`src/rtl/rgb_to_ycbcr_if.sv`:
```
// Pixel stream bundle for rgb_to_ycbcr.
//   in_*      : RGB input stream (valid/ready) with frame-start / line-end markers
//   out_*     : YCbCr output stream (valid/ready) with the same markers realigned
// modport slave  : the converter side
// modport master : the side that feeds RGB and sinks YCbCr
interface rgb_to_ycbcr_if;
    logic       in_valid;
    logic       in_ready;
    logic [7:0] red;
    logic [7:0] green;
    logic [7:0] blue;
    logic       in_sof;
    logic       in_eol;
    logic       out_valid;
    logic       out_ready;
    logic [7:0] y;
    logic [7:0] cb;
    logic [7:0] cr;
    logic       out_sof;
    logic       out_eol;

    modport slave (
        input  in_valid, red, green, blue, in_sof, in_eol, out_ready,
        output in_ready, out_valid, y, cb, cr, out_sof, out_eol
    );

    modport master (
        output in_valid, red, green, blue, in_sof, in_eol, out_ready,
        input  in_ready, out_valid, y, cb, cr, out_sof, out_eol
    );
endinterface

```
`src/rtl/rgb_to_ycbcr.sv`:
```
// RGB -> YCbCr colour-space converter, 4-stage pipeline, 1 pixel/clock.
//   clk, rst_n : clock, asynchronous active-low reset
//   bus        : rgb_to_ycbcr_if.slave (RGB in, YCbCr out, valid/ready both sides)
// Parameter FULL_RANGE: 1 = full-range output 0..255, 0 = studio range.
// Stages: S1 input capture, S2 products, S3 biased sums, S4 saturated output.
// The whole pipeline advances as one unit whenever the output register is
// empty or being consumed, so in_ready is a pure function of out_valid/out_ready.

// One output channel: three constant multiplies, sum with rounding/offset, clamp.
module rgb_to_ycbcr_lane #(
    parameter logic signed [8:0] KR  = '0,
    parameter logic signed [8:0] KG  = '0,
    parameter logic signed [8:0] KB  = '0,
    parameter logic        [7:0] OFS = '0
) (
    input  logic       clk,
    input  logic       rst_n,
    input  logic       en,
    input  logic [7:0] r,
    input  logic [7:0] g,
    input  logic [7:0] b,
    output logic [7:0] q
);
    // Rounding half-LSB plus the channel offset, both in 1/256 units.
    localparam logic signed [19:0] BIAS = 20'sd128 + $signed({4'd0, OFS, 8'd0});

    logic signed [8:0]  r_s, g_s, b_s;
    logic signed [17:0] p_r, p_g, p_b;
    logic signed [19:0] sum;

    // Channels are unsigned; a zero top bit keeps them positive as signed operands.
    assign r_s = $signed({1'b0, r});
    assign g_s = $signed({1'b0, g});
    assign b_s = $signed({1'b0, b});

    always_ff @(posedge clk or negedge rst_n) begin
        if (!rst_n) begin
            p_r <= '0;
            p_g <= '0;
            p_b <= '0;
            sum <= '0;
            q   <= '0;
        end else if (en) begin
            p_r <= 18'(r_s) * 18'(KR);
            p_g <= 18'(g_s) * 18'(KG);
            p_b <= 18'(b_s) * 18'(KB);
            sum <= $signed({{2{p_r[17]}}, p_r}) + $signed({{2{p_g[17]}}, p_g})
                 + $signed({{2{p_b[17]}}, p_b}) + BIAS;
            // sum>>>8 is the result; negative -> 0, anything at or above 256 -> 255.
            if (sum[19])
                q <= 8'd0;
            else if (|sum[18:16])
                q <= 8'hff;
            else
                q <= sum[15:8];
        end
    end
endmodule

module rgb_to_ycbcr #(
    parameter bit FULL_RANGE = 1'b1
) (
    input  logic           clk,
    input  logic           rst_n,
    rgb_to_ycbcr_if.slave  bus
);
    localparam int STAGES    = 4;
    localparam int NUM_LANES = 3;   // lane 0 = Y, 1 = Cb, 2 = Cr
    localparam int VEC_W     = 8;

    // Coefficients in 1/256 units, packed {Cr, Cb, Y}.
    localparam logic [NUM_LANES-1:0][8:0] KR = FULL_RANGE ?
        {9'(128),  9'(-43), 9'(77)}  : {9'(112), 9'(-38), 9'(66)};
    localparam logic [NUM_LANES-1:0][8:0] KG = FULL_RANGE ?
        {9'(-107), 9'(-85), 9'(150)} : {9'(-94), 9'(-74), 9'(129)};
    localparam logic [NUM_LANES-1:0][8:0] KB = FULL_RANGE ?
        {9'(-21),  9'(128), 9'(29)}  : {9'(-18), 9'(112), 9'(25)};
    localparam logic [NUM_LANES-1:0][7:0] OFS = FULL_RANGE ?
        {8'd128, 8'd128, 8'd0} : {8'd128, 8'd128, 8'd16};

    logic                             en;
    logic [STAGES:1]                  vld_pipe;
    logic [STAGES:1]                  sof_pipe;
    logic [STAGES:1]                  eol_pipe;
    logic [VEC_W-1:0]                 r1, g1, b1;
    logic [NUM_LANES-1:0][VEC_W-1:0]  pix_q;

    assign en           = !vld_pipe[STAGES] || bus.out_ready;
    assign bus.in_ready = en;

    always_ff @(posedge clk or negedge rst_n) begin
        if (!rst_n) begin
            vld_pipe <= '0;
            sof_pipe <= '0;
            eol_pipe <= '0;
            r1       <= '0;
            g1       <= '0;
            b1       <= '0;
        end else if (en) begin
            vld_pipe <= {vld_pipe[STAGES-1:1], bus.in_valid};
            // Markers only ride with real pixels so bubbles never carry them.
            sof_pipe <= {sof_pipe[STAGES-1:1], bus.in_valid & bus.in_sof};
            eol_pipe <= {eol_pipe[STAGES-1:1], bus.in_valid & bus.in_eol};
            r1       <= bus.red;
            g1       <= bus.green;
            b1       <= bus.blue;
        end
    end

    for (genvar i = 0; i < NUM_LANES; i++) begin : g_lane
        rgb_to_ycbcr_lane #(
            .KR (KR[i]),
            .KG (KG[i]),
            .KB (KB[i]),
            .OFS(OFS[i])
        ) u_lane (
            .clk  (clk),
            .rst_n(rst_n),
            .en   (en),
            .r    (r1),
            .g    (g1),
            .b    (b1),
            .q    (pix_q[i])
        );
    end

    assign bus.out_valid = vld_pipe[STAGES];
    assign bus.out_sof   = sof_pipe[STAGES];
    assign bus.out_eol   = eol_pipe[STAGES];
    assign bus.y         = pix_q[0];
    assign bus.cb        = pix_q[1];
    assign bus.cr        = pix_q[2];
endmodule

```
`src/flat_wrapper.sv`:
```
// flat-port wrapper written by rule: the top's interface ports become plain ports
module rgb_to_ycbcr_flat 
#(
    parameter bit FULL_RANGE = 1'b1
)
  (clk, rst_n, bus_in_valid, bus_red, bus_green, bus_blue, bus_in_sof, bus_in_eol, bus_out_ready, bus_in_ready, bus_out_valid, bus_y, bus_cb, bus_cr, bus_out_sof, bus_out_eol);
  rgb_to_ycbcr_if bus_i ();
  input  logic clk;
  input  logic rst_n;
  input wire logic [$bits(bus_i.in_valid)-1:0] bus_in_valid;
  input wire logic [$bits(bus_i.red)-1:0] bus_red;
  input wire logic [$bits(bus_i.green)-1:0] bus_green;
  input wire logic [$bits(bus_i.blue)-1:0] bus_blue;
  input wire logic [$bits(bus_i.in_sof)-1:0] bus_in_sof;
  input wire logic [$bits(bus_i.in_eol)-1:0] bus_in_eol;
  input wire logic [$bits(bus_i.out_ready)-1:0] bus_out_ready;
  output wire logic [$bits(bus_i.in_ready)-1:0] bus_in_ready;
  output wire logic [$bits(bus_i.out_valid)-1:0] bus_out_valid;
  output wire logic [$bits(bus_i.y)-1:0] bus_y;
  output wire logic [$bits(bus_i.cb)-1:0] bus_cb;
  output wire logic [$bits(bus_i.cr)-1:0] bus_cr;
  output wire logic [$bits(bus_i.out_sof)-1:0] bus_out_sof;
  output wire logic [$bits(bus_i.out_eol)-1:0] bus_out_eol;
  assign bus_i.in_valid = bus_in_valid;
  assign bus_i.red = bus_red;
  assign bus_i.green = bus_green;
  assign bus_i.blue = bus_blue;
  assign bus_i.in_sof = bus_in_sof;
  assign bus_i.in_eol = bus_in_eol;
  assign bus_i.out_ready = bus_out_ready;
  assign bus_in_ready = bus_i.in_ready;
  assign bus_out_valid = bus_i.out_valid;
  assign bus_y = bus_i.y;
  assign bus_cb = bus_i.cb;
  assign bus_cr = bus_i.cr;
  assign bus_out_sof = bus_i.out_sof;
  assign bus_out_eol = bus_i.out_eol;
  rgb_to_ycbcr #(.FULL_RANGE(FULL_RANGE)) u_core (.clk(clk), .rst_n(rst_n), .bus(bus_i));
endmodule
```
`config.mk`:
```
export PLATFORM = sky130hd
export DESIGN_NAME = rgb_to_ycbcr_flat
export DESIGN_NICKNAME = d
export VERILOG_FILES = /design/src/rtl/rgb_to_ycbcr_if.sv /design/src/rtl/rgb_to_ycbcr.sv /design/src/flat_wrapper.sv
export SDC_FILE = /design/constraint.sdc
export NUM_CORES = 1
export LEC_CHECK = 0
export ABC_AREA = 1
export CORE_ASPECT_RATIO = 0.5
export CORE_MARGIN = 1.5
export CORE_UTILIZATION = 35
export CTS_CLUSTER_DIAMETER = 60
export DETAILED_ROUTE_END_ITERATION = 16
export GPL_TIMING_DRIVEN = 0
export PLACE_DENSITY = 0.48
export SETUP_SLACK_MARGIN = 0.1
export SYNTH_ARGS = -nofsm -noshare
export SYNTH_HDL_FRONTEND = slang
export SYNTH_SLANG_ARGS = --single-unit
```
`constraint.sdc`:
```
create_clock -name clk -period 7.1 [get_ports clk]
set_input_delay 1.775 -clock clk [delete_from_list [all_inputs] [get_ports clk]]
set_output_delay 1.775 -clock clk [all_outputs]
set_load 0.05 [all_outputs]
```
==> results.ini, run 1 <==
[critical_path]
arrival_ns = 4.50
crit_path_cell_trace = clkdlybuf4s50_1 > nor2_1 > inv_1 > buf_6 > clkbuf_1 > clkdlybuf4s50_1
cpPeakStageDelay_ns = 0.83
critPathRequiredTime_ns = 5.33
path_common_cell = clkdlybuf4s50_1
worstSetupPathType = primary input to output port
slowest_stage = clkdlybuf4s50_1
cp-start-kind = primary input
r2r_start = u_core.g1[1]
end_kind = output port
rr_endpoint = u_core.g_lane[1].u_lane.p_g[14]
rrSetupSlack_ns = 2.56
r2r_cells = 15
crit_fanout = 10

[placed_design]
dpl_worst_slack_ns = 0.8210
gp_congestion = 0.9010
dp_hpwl_microns = 47160
numPortBuffers = 57
placed_area_sq_um = 20760

[sta]
fmax_ghz = 0.1594
relSlewSlack_pct = 13.37
setup_viol_count_final = 0
rsz0062_at_grt = no
fin_crit_ns = 6.274
setup_slack_ns = 0.8264
slew_violations = 0
clock-skew-final_ns = 0.01065
post-route-period-util_pct = 88.36
tns_ns = 0
final_hold_viol_count = 0
fin_hold_ws_ns = 0.4764
tightest_slew_ns = 1.299

[worst_hold_path]
hold_path_end = u_core.g_lane[0].u_lane.q[0]
hold_path_class = flop to flop
whs_path_depth = 2
min-delay-start = u_core.g_lane[0].u_lane.q[0]

[detailed_routing]
detail-route-antenna-nets = 0
avgRoutedWirePerCell_microns = 18.00
dr_total_vias = 15723
first_pass_iters = 5
drt-initial-drc-count = 1229
wl_microns = 58190
routed_via_density = 4.865
drcViolationCount = 0

[global_routing]
antenna_found_initial = 0
grt_pass1_wl_microns = 90570
track_usage_pct = 21.06
grt_overflow = 0
grt_max_degree = 90
grt_pass1_vias = 15245

[cells_and_area]
drive_gt1_share_pct = 4.486
antenna_cells = 0
fin_nets = 2956
fin_area_sq_um = 21530
syn_to_final_growth_pct = 11.96

[yosys]
ys_seq_elements = 206
syn_area_sq_um = 19230
syn_avg_cell_area_sq_um = 7.951
synth.largest_area_cell = dfrtp_1
yosys_warnings = 0
synth-seq-area-share_pct = 26.80
ys_types = 43
synth-edff-count = 0
synth_flop_cell = dfrtp_1
synth_fp_nets = 2872
yosys-top-cells-area = dfrtp_1, ha_1, nand2_1
synthCells = 2419
async_flop_share_pct = 100.0
synth_top_area_share_pct = 26.80

[clocking]
clock_path_buffers = 3
cts_buffers = 23
cts_root_buffer = clkbuf_16
cts_tree = built
htreeDepth = 1
cts_setup_buffers = 0
clock_sinks = 206
cts-hold-fix-buffers = 0
clkTransAtPathRegs_ns = 0.07
clkLatencyLatePin_ns = 0.55
postCtsResizedCells = 0

[floorplan]
die_h_microns = 168.8
pin_count = 58
die_x_microns = 334.5
die_area_sq_um = 56450
num_rows = 60
core_area_sq_um = 53980
initial_core_util_pct = 35.63

[outcome]
status = finished, final reports clean

[flow_run]
maxCapViolCount = 0

placed cells by master, fill, tap and decap left out, types with 43 or more instances in the layout:
master	count
clkbuf_1	43
inv_1	384
fa_1	97
o21ai_0	175
ha_1	326
clkdlybuf4s50_1	56
nand3_1	116
nor2_1	106
a21oi_1	95
nand2_1	637
dfrtp_1	206
cell usage after synthesis, drive strengths merged (3+ instances only):
| cell type | number |
|---|---|
| nand4 | 20 |
| a31oi | 16 |
| o21bai | 12 |
| nor3 | 19 |
| clkbuf | 38 |
| o2111ai | 6 |
| o21a | 3 |
| fa | 97 |
| ha | 326 |
| dfrtp | 206 |
| nor2 | 120 |
| o21ai | 187 |
| o22ai | 4 |
| xnor2 | 16 |
| nand3b | 7 |
| or2 | 8 |
| buf | 8 |
| nand3 | 123 |
| nand2 | 661 |
| xor2 | 38 |
| inv | 392 |
| a21oi | 95 |
| a21o | 4 |
cells by family after synthesis:
logic type	Yosys count	share of synthesized area (%)
AOI/OAI and AO/OA	337	9.452
xor gates and xnor gates	54	2.615
adders and majority gates	423	31.30
buffers and inverters	438	8.646
DFF	206	26.80
and+or+nand+nor	961	21.18
registers in the layout, summed over array words and instances (netlist names):
register	count
u_core.b1	8
u_core.eol_pipe	4
u_core.g1	8
u_core.g_lane.u_lane.p_b	33
u_core.g_lane.u_lane.p_g	45
u_core.g_lane.u_lane.p_r	34
u_core.g_lane.u_lane.q	24
u_core.g_lane.u_lane.sum	34
u_core.r1	8
u_core.sof_pipe	4
u_core.vld_pipe	4
per-layer routing:
metal / wire length [microns] / track usage, % / part of all wire [%] / up-vias
li1: - / - / - / 7942
met1: 31020 / 32.46 / 53 / 7475
met2: 23400 / 31.19 / 40 / 265
met3: 3008 / 3.506 / 5.2 / 41
met4: 760 / 2.925 / 1.3 / 0
met5: 0 / 0 / 0 / -
through the flow:
step | std cells | utilization (%)
3_5_place_dp | 3191 | 38.45
2_1_floorplan | 2419 | -
3_3_place_gp | 3189 | 38.34
5_1_grt | 3232 | 39.89
6_report | 3232 | 39.89
4_1_cts | 3232 | 39.89
worst max-delay path, delay by kind of cell:
family	cells	cell delay, ns
buffers and inverters	5	2.10
AND/OR/NAND/NOR	1	0.60
how the worst max path moves through the flow:
stage,depth (start not counted),slack [ns],from,to
3_5_place_dp,6,0.82,bus_out_ready,bus_in_ready
6_report,6,0.83,bus_out_ready,bus_in_ready
4_1_cts,6,0.82,bus_out_ready,bus_in_ready
2_1_floorplan,4,2.60,bus_out_ready,bus_in_ready
5_1_grt,6,0.81,bus_out_ready,bus_in_ready
3_3_place_gp,1,-5.40,rst_n,u_core.g_lane[2].u_lane.q[2]
area by class of cell:
type	instances	area, sq um
Buffer	46	191.4
Clock buffer	31	635.6
Clock inverter	10	141.4
Fill cell	5587	32440
Inverter	392	1471
Multi-Input combinational cell	1775	12420
Sequential cell	206	5155
Tap cell	713	892.1
Timing Repair Buffer	59	630.6
Power of run 1 is left out: the tool's default activity adds up to more than one toggle a clock period on the data nets, which glitch-free logic cannot reach.
==> inputs of run 2 (changes only) <==
--- a/config.mk
+++ b/config.mk
@@ -11,6 +11,7 @@
 export CORE_UTILIZATION = 35
 export CTS_CLUSTER_DIAMETER = 60
 export DETAILED_ROUTE_END_ITERATION = 16
+export GPL_ROUTABILITY_DRIVEN = 0
 export GPL_TIMING_DRIVEN = 0
 export PLACE_DENSITY = 0.48
 export SETUP_SLACK_MARGIN = 0.1
==> results.ini, run 2 (synthesized netlist as in run 1, its figures left out) <==
[clocking]
cts-hold-fix-buffers = 0  ; unchanged
postCtsResizedCells = 0  ; unchanged
cts_tree = built  ; unchanged
clkLatencyLatePin_ns = 0.58  ; was 0.55 ns
cts_root_buffer = clkbuf_16  ; unchanged
cts_buffers = 25  ; was 23
clock_sinks = 206  ; unchanged
cts_setup_buffers = 0  ; unchanged
htreeDepth = 1  ; unchanged
clock_path_buffers = 3  ; unchanged
clkTransAtPathRegs_ns = 0.06  ; was 0.07 ns

[detailed_routing]
wl_met2_microns = 23480  ; was 23400 microns
detail-route-antenna-nets = 0  ; unchanged
dr_total_vias = 15627  ; was 15723
top_layer_used = met4  ; unchanged
first_pass_iters = 5  ; unchanged
routed-wl-met3_microns = 2906  ; was 3008 microns
wl_microns = 58350  ; was 58190 microns
drcViolationCount = 0  ; unchanged
drt-initial-drc-count = 1053  ; was 1229
routed_via_density = 4.829  ; was 4.865
m1WireLength_microns = 31160  ; was 31020 microns
avgRoutedWirePerCell_microns = 18.03  ; was 18.00 microns

[cells_and_area]
drive_gt1_share_pct = 4.677  ; was 4.486%
final_common_cell = nand2_1  ; unchanged
fin_nets = 2957  ; was 2956
layout_common_cells = nand2_1, inv_1, ha_1, dfrtp_1, o21ai_0  ; unchanged
largestRegisters = u_core.g_lane.u_lane.p_g: 45 flops, u_core.g_lane.u_lane.p_r: 34 flops, u_core.g_lane.u_lane.sum: 34 flops  ; unchanged
antenna_cells = 0  ; unchanged
largest_reg_flops = 45  ; unchanged
largest_register = u_core.g_lane.u_lane.p_g  ; unchanged
syn_to_final_growth_pct = 12.31  ; was 11.96%

[flow_run]
maxCapViolCount = 0  ; unchanged

[global_routing]
antenna_found_initial = 2  ; was 0
track_usage_pct = 21.31  ; was 21.06%
grt_pass1_vias = 15523  ; was 15245
grt_max_degree = 111  ; was 90
grt_overflow = 0  ; unchanged
grt_pass1_wl_microns = 91810  ; was 90570 microns

[sta]
rsz0062_at_grt = no  ; unchanged
clock-skew-final_ns = 0.01660  ; was 0.01065 ns
fin_crit_ns = 6.178  ; was 6.274 ns
slew_violations = 0  ; unchanged
post-route-period-util_pct = 87.01  ; was 88.36%
tightest_slew_ns = 1.301  ; was 1.299 ns
final_hold_viol_count = 0  ; unchanged
fmax_ghz = 0.1619  ; was 0.1594 GHz
setup_viol_count_final = 0  ; unchanged
tns_ns = 0  ; unchanged
relSlewSlack_pct = 13.27  ; was 13.37%

[critical_path]
critPathRequiredTime_ns = 5.33  ; about the same
arrival_ns = 4.40  ; was 4.50 ns
worstSetupPathType = primary input to output port  ; unchanged
crit_buf_inv = 5  ; unchanged
crit_path_cell_trace = clkdlybuf4s50_1 > nor2_1 > inv_1 > buf_6 > clkbuf_1 > clkdlybuf4s50_1  ; unchanged
critPathTopFamily = buffers and inverters  ; unchanged
cp-start-kind = primary input  ; unchanged
end_kind = output port  ; unchanged
cpPeakStageDelay_ns = 0.94  ; was 0.83 ns
crit_fanout = 10  ; unchanged
slowest_stage = clkdlybuf4s50_1  ; unchanged
path_common_cell = clkdlybuf4s50_1  ; unchanged

[placed_design]
dp_hpwl_microns = 47180  ; was 47160 microns
numPortBuffers = 57  ; unchanged

[floorplan]
num_rows = 60  ; unchanged
die_x_microns = 334.5  ; unchanged
core_area_sq_um = 53980  ; unchanged
die_area_sq_um = 56450  ; unchanged
die_h_microns = 168.8  ; unchanged
initial_core_util_pct = 35.63  ; unchanged
pin_count = 58  ; unchanged

[worst_hold_path]
hold_path_class = flop to flop  ; unchanged

[outcome]
status = finished, final reports clean  ; unchanged

==> run 2: cell count changes in the layout (fill, tap and decap cells not counted), moves of 2 or more <==
| cell | change |
|---|---|
| clkbuf_16 | +2 |
| clkbuf_8 | +4 |
| clkinv_2 | -2 |
| clkinvlp_4 | +2 |
==> run 2: area by class of cell <==
type / instances / area [sq um]
plain buffers: 46 / 191.4
clock buffers: 36 / 737.0
clock inverters: 10 / 136.4
fillers: 5558 / 32370
inverters: 392 / 1471
multi-input cells: 1775 / 12420
flip-flops and latches: 206 / 5155
well taps: 713 / 892.1
repair buffers: 58 / 603.1
==> run 2: metrics by stage <==
stage / setup WS (ns) / cell area [sq um] / cells / hold slack, ns / util, %
after floorplan: 2.602 / 19230 / 2419 / 0.4400 / -
after detailed placement: 0.8717 / 20730 / 3190 / 0.4597 / 38.40
after CTS: 0.8667 / 21600 / 3236 / 0.4767 / 40.02
final: 0.9223 / 21600 / 3236 / 0.4762 / 40.02
after global routing: 0.8179 / 21600 / 3236 / 0.4905 / 40.02
after global placement: -5.451 / 20700 / 3189 / 0.4592 / 38.34
==> run 2: metal layers <==
metal / up-vias / track usage (%)
li1: 7956 / -
met1: 7389 / 32.17
met2: 238 / 32.02
met3: 44 / 3.998
met4: 0 / 2.945
met5: - / 0
==> run 2: final timing paths <==
check                      slack (ns)                               to  cells after the start                            start
hold reg to reg                  0.48  u_core.g_lane[0].u_lane.sum[16]                      2  u_core.g_lane[0].u_lane.sum[16]
hold / removal                   0.48  u_core.g_lane[0].u_lane.sum[16]                      2  u_core.g_lane[0].u_lane.sum[16]
min in group asynchronous        1.19                     u_core.g1[6]                      1                            rst_n
max in group asynchronous        4.75     u_core.g_lane[2].u_lane.q[2]                      2                            rst_n
setup reg to reg                 2.54  u_core.g_lane[2].u_lane.p_b[14]                     22                     u_core.b1[2]
setup / recovery                 0.92                     bus_in_ready                      6                    bus_out_ready
==> run 2: worst register-to-register path: stages (launching register included) <==
cell     delay, ns
dfrtp_1       0.62
inv_1         0.20
ha_1          0.38
inv_1         0.06
ha_1          0.27
inv_1         0.05
fa_1          0.49
inv_1         0.05
fa_1          0.54
inv_1         0.07
fa_1          0.40
inv_1         0.07
nand2_1       0.06
nand2_1       0.06
nand2_1       0.04
nand2_1       0.09
a21oi_1       0.10
o21ai_0       0.28
nand2_1       0.11
a21oi_1       0.13
o21ai_0       0.09
nand3_1       0.13
o21ai_0       0.11
Power of run 2 is left out for the same reason.
==> inputs of run 3 (changes only) <==
--- a/config.mk
+++ b/config.mk
@@ -9,12 +9,14 @@
 export CORE_ASPECT_RATIO = 0.5
 export CORE_MARGIN = 1.5
 export CORE_UTILIZATION = 35
+export CTS_BUF_LIST = sky130_fd_sc_hd__clkbuf_8
 export CTS_CLUSTER_DIAMETER = 60
 export DETAILED_ROUTE_END_ITERATION = 16
 export GPL_ROUTABILITY_DRIVEN = 0
 export GPL_TIMING_DRIVEN = 0
 export PLACE_DENSITY = 0.48
 export SETUP_SLACK_MARGIN = 0.1
+export SLEW_MARGIN = 20
 export SYNTH_ARGS = -nofsm -noshare
 export SYNTH_HDL_FRONTEND = slang
 export SYNTH_SLANG_ARGS = --single-unit
==> results.ini, run 3 (synthesized netlist as in run 1, its figures left out) <==
[detailed_routing]
dr_total_vias = 15781  ; was 15627
avgRoutedWirePerCell_microns = 18.14  ; was 18.03 microns
routed_via_density = 4.853  ; was 4.829
first_pass_iters = 5  ; unchanged
detail-route-antenna-nets = 0  ; unchanged
wl_microns = 59000  ; was 58350 microns
drt-initial-drc-count = 1114  ; was 1053
drcViolationCount = 0  ; unchanged

[sta]
tightest_slew_ns = 1.201  ; was 1.301 ns
fin_crit_ns = 6.239  ; was 6.178 ns
tns_ns = 0  ; unchanged
post-route-period-util_pct = 87.88  ; was 87.01%
relSlewSlack_pct = 19.93  ; was 13.27%
fin_hold_ws_ns = 0.4777  ; was 0.4762 ns
rsz0062_at_grt = no  ; unchanged
setup_viol_count_final = 0  ; unchanged
fmax_ghz = 0.1603  ; was 0.1619 GHz
final_hold_viol_count = 0  ; unchanged
clock-skew-final_ns = 0.03276  ; was 0.01660 ns
slew_violations = 0  ; unchanged

[floorplan]
initial_core_util_pct = 35.63  ; unchanged
pin_count = 58  ; unchanged
die_x_microns = 334.5  ; unchanged
num_rows = 60  ; unchanged
core_area_sq_um = 53980  ; unchanged
die_area_sq_um = 56450  ; unchanged
die_h_microns = 168.8  ; unchanged

[outcome]
status = finished, final reports clean  ; unchanged

[cells_and_area]
fin_nets = 2970  ; was 2957
largest_reg_flops = 45  ; unchanged
final_common_cell = nand2_1  ; unchanged
drive_gt1_share_pct = 5.242  ; was 4.677%
final_cells = 3252  ; was 3236
nFillCells = 5555  ; was 5558
largestRegisters = u_core.g_lane.u_lane.p_g: 45 flops, u_core.g_lane.u_lane.p_r: 34 flops, u_core.g_lane.u_lane.sum: 34 flops  ; unchanged
layout_common_cells = nand2_1, inv_1, ha_1, dfrtp_1, o21ai_0  ; unchanged
largest_register = u_core.g_lane.u_lane.p_g  ; unchanged
syn_to_final_growth_pct = 11.72  ; was 12.31%

[clocking]
clock_path_buffers = 3  ; unchanged
htreeDepth = 2  ; was 1
postCtsResizedCells = 0  ; unchanged
cts-hold-fix-buffers = 0  ; unchanged
clkLatencyLatePin_ns = 0.58  ; about the same
cts_buffers = 37  ; was 25
cts_tree = built  ; unchanged
cts_setup_buffers = 0  ; unchanged
clkTransAtPathRegs_ns = 0.06  ; about the same
cts_root_buffer = clkbuf_8  ; was clkbuf_16
clock_sinks = 206  ; unchanged

[global_routing]
grt_pass1_vias = 15742  ; was 15523
antenna_found_initial = 2  ; unchanged
grt_max_degree = 83  ; was 111
track_usage_pct = 21.57  ; was 21.31%
grt_pass1_wl_microns = 92490  ; was 91810 microns
grt_overflow = 0  ; unchanged

[critical_path]
arrival_ns = 4.46  ; was 4.40 ns
worstSetupPathType = primary input to output port  ; unchanged
critPathRequiredTime_ns = 5.33  ; about the same
crit_fanout = 10  ; unchanged
path_common_cell = clkdlybuf4s50_1  ; unchanged
cp-start-kind = primary input  ; unchanged
cpPeakStageDelay_ns = 0.95  ; was 0.94 ns
slowest_stage = clkdlybuf4s50_1  ; unchanged
crit_path_cell_trace = clkdlybuf4s50_1 > nor2_1 > inv_1 > buf_6 > clkbuf_1 > clkdlybuf4s50_1  ; unchanged
end_kind = output port  ; unchanged

[placed_design]
dp_hpwl_microns = 47400  ; was 47180 microns
place_inst = 3191  ; was 3190
numPortBuffers = 57  ; unchanged

[flow_run]
maxCapViolCount = 0  ; unchanged

[worst_hold_path]
hold_path_class = flop to flop  ; unchanged

## run 3: cell types whose count changed in the layout (fill, tap and decap cells not counted), moves of 2 or more
cell	before	now
clkbuf_1	42	35
clkbuf_16	25	0
clkbuf_2	0	3
clkbuf_8	7	46
clkinv_2	0	4
clkinvlp_4	4	1
diode_2	0	2
inv_1	384	390
inv_6	3	1
## run 3: stage by stage
step | setup WS [ns] | area [sq um] | util (%)
floorplan | 2.602 | 19230 | -
detailed placement | 0.8613 | 20760 | 38.46
global route | 0.7769 | 21480 | 39.80
CTS | 0.8605 | 21480 | 39.80
global placement | -5.451 | 20700 | 38.34
finish | 0.8606 | 21490 | 39.81
## run 3: critical path, delay by kind of cell
family	cells	cell delay [ns]
buf+inv	5	2.52
simple gates	1	0.15
## run 3: worst paths after layout
path / startpoint / end / slack, ns / cells after the start
min in group asynchronous: rst_n / u_core.g_lane[1].u_lane.p_g[14] / 1.19 / 1
max in group asynchronous: rst_n / u_core.g_lane[2].u_lane.q[3] / 5.05 / 2
max reg2reg: u_core.b1[2] / u_core.g_lane[2].u_lane.p_b[14] / 2.56 / 22
min: u_core.g_lane[0].u_lane.sum[8] / u_core.g_lane[0].u_lane.sum[8] / 0.48 / 2
max: bus_out_ready / bus_in_ready / 0.86 / 6
min reg2reg: u_core.g_lane[0].u_lane.sum[8] / u_core.g_lane[0].u_lane.sum[8] / 0.48 / 2
## run 3: area by class of cell
type	count	area, sq um	share of cell area, %
multi-input combinational	1775	12420	57.78
sequential	206	5155	23.99
inverter	392	1471	6.848
tap	713	892.1	4.152
clock buffer	46	633.1	2.946
timing repair buffer	59	630.6	2.935
buffer	46	195.2	0.9084
clock inverter	13	88.84	0.4134
antenna	2	5.005	0.02329
## run 3: per-layer routing
metal  up-vias  GRT usage [%]  routed length [microns]
li1       7965              -                        -
met4         0          4.032                     1035
met2       272          31.95                    23390
met5         -              0                        0
met3        65          3.895                     3142
met1      7479          32.65                    31430
Power of run 3 is left out for the same reason.
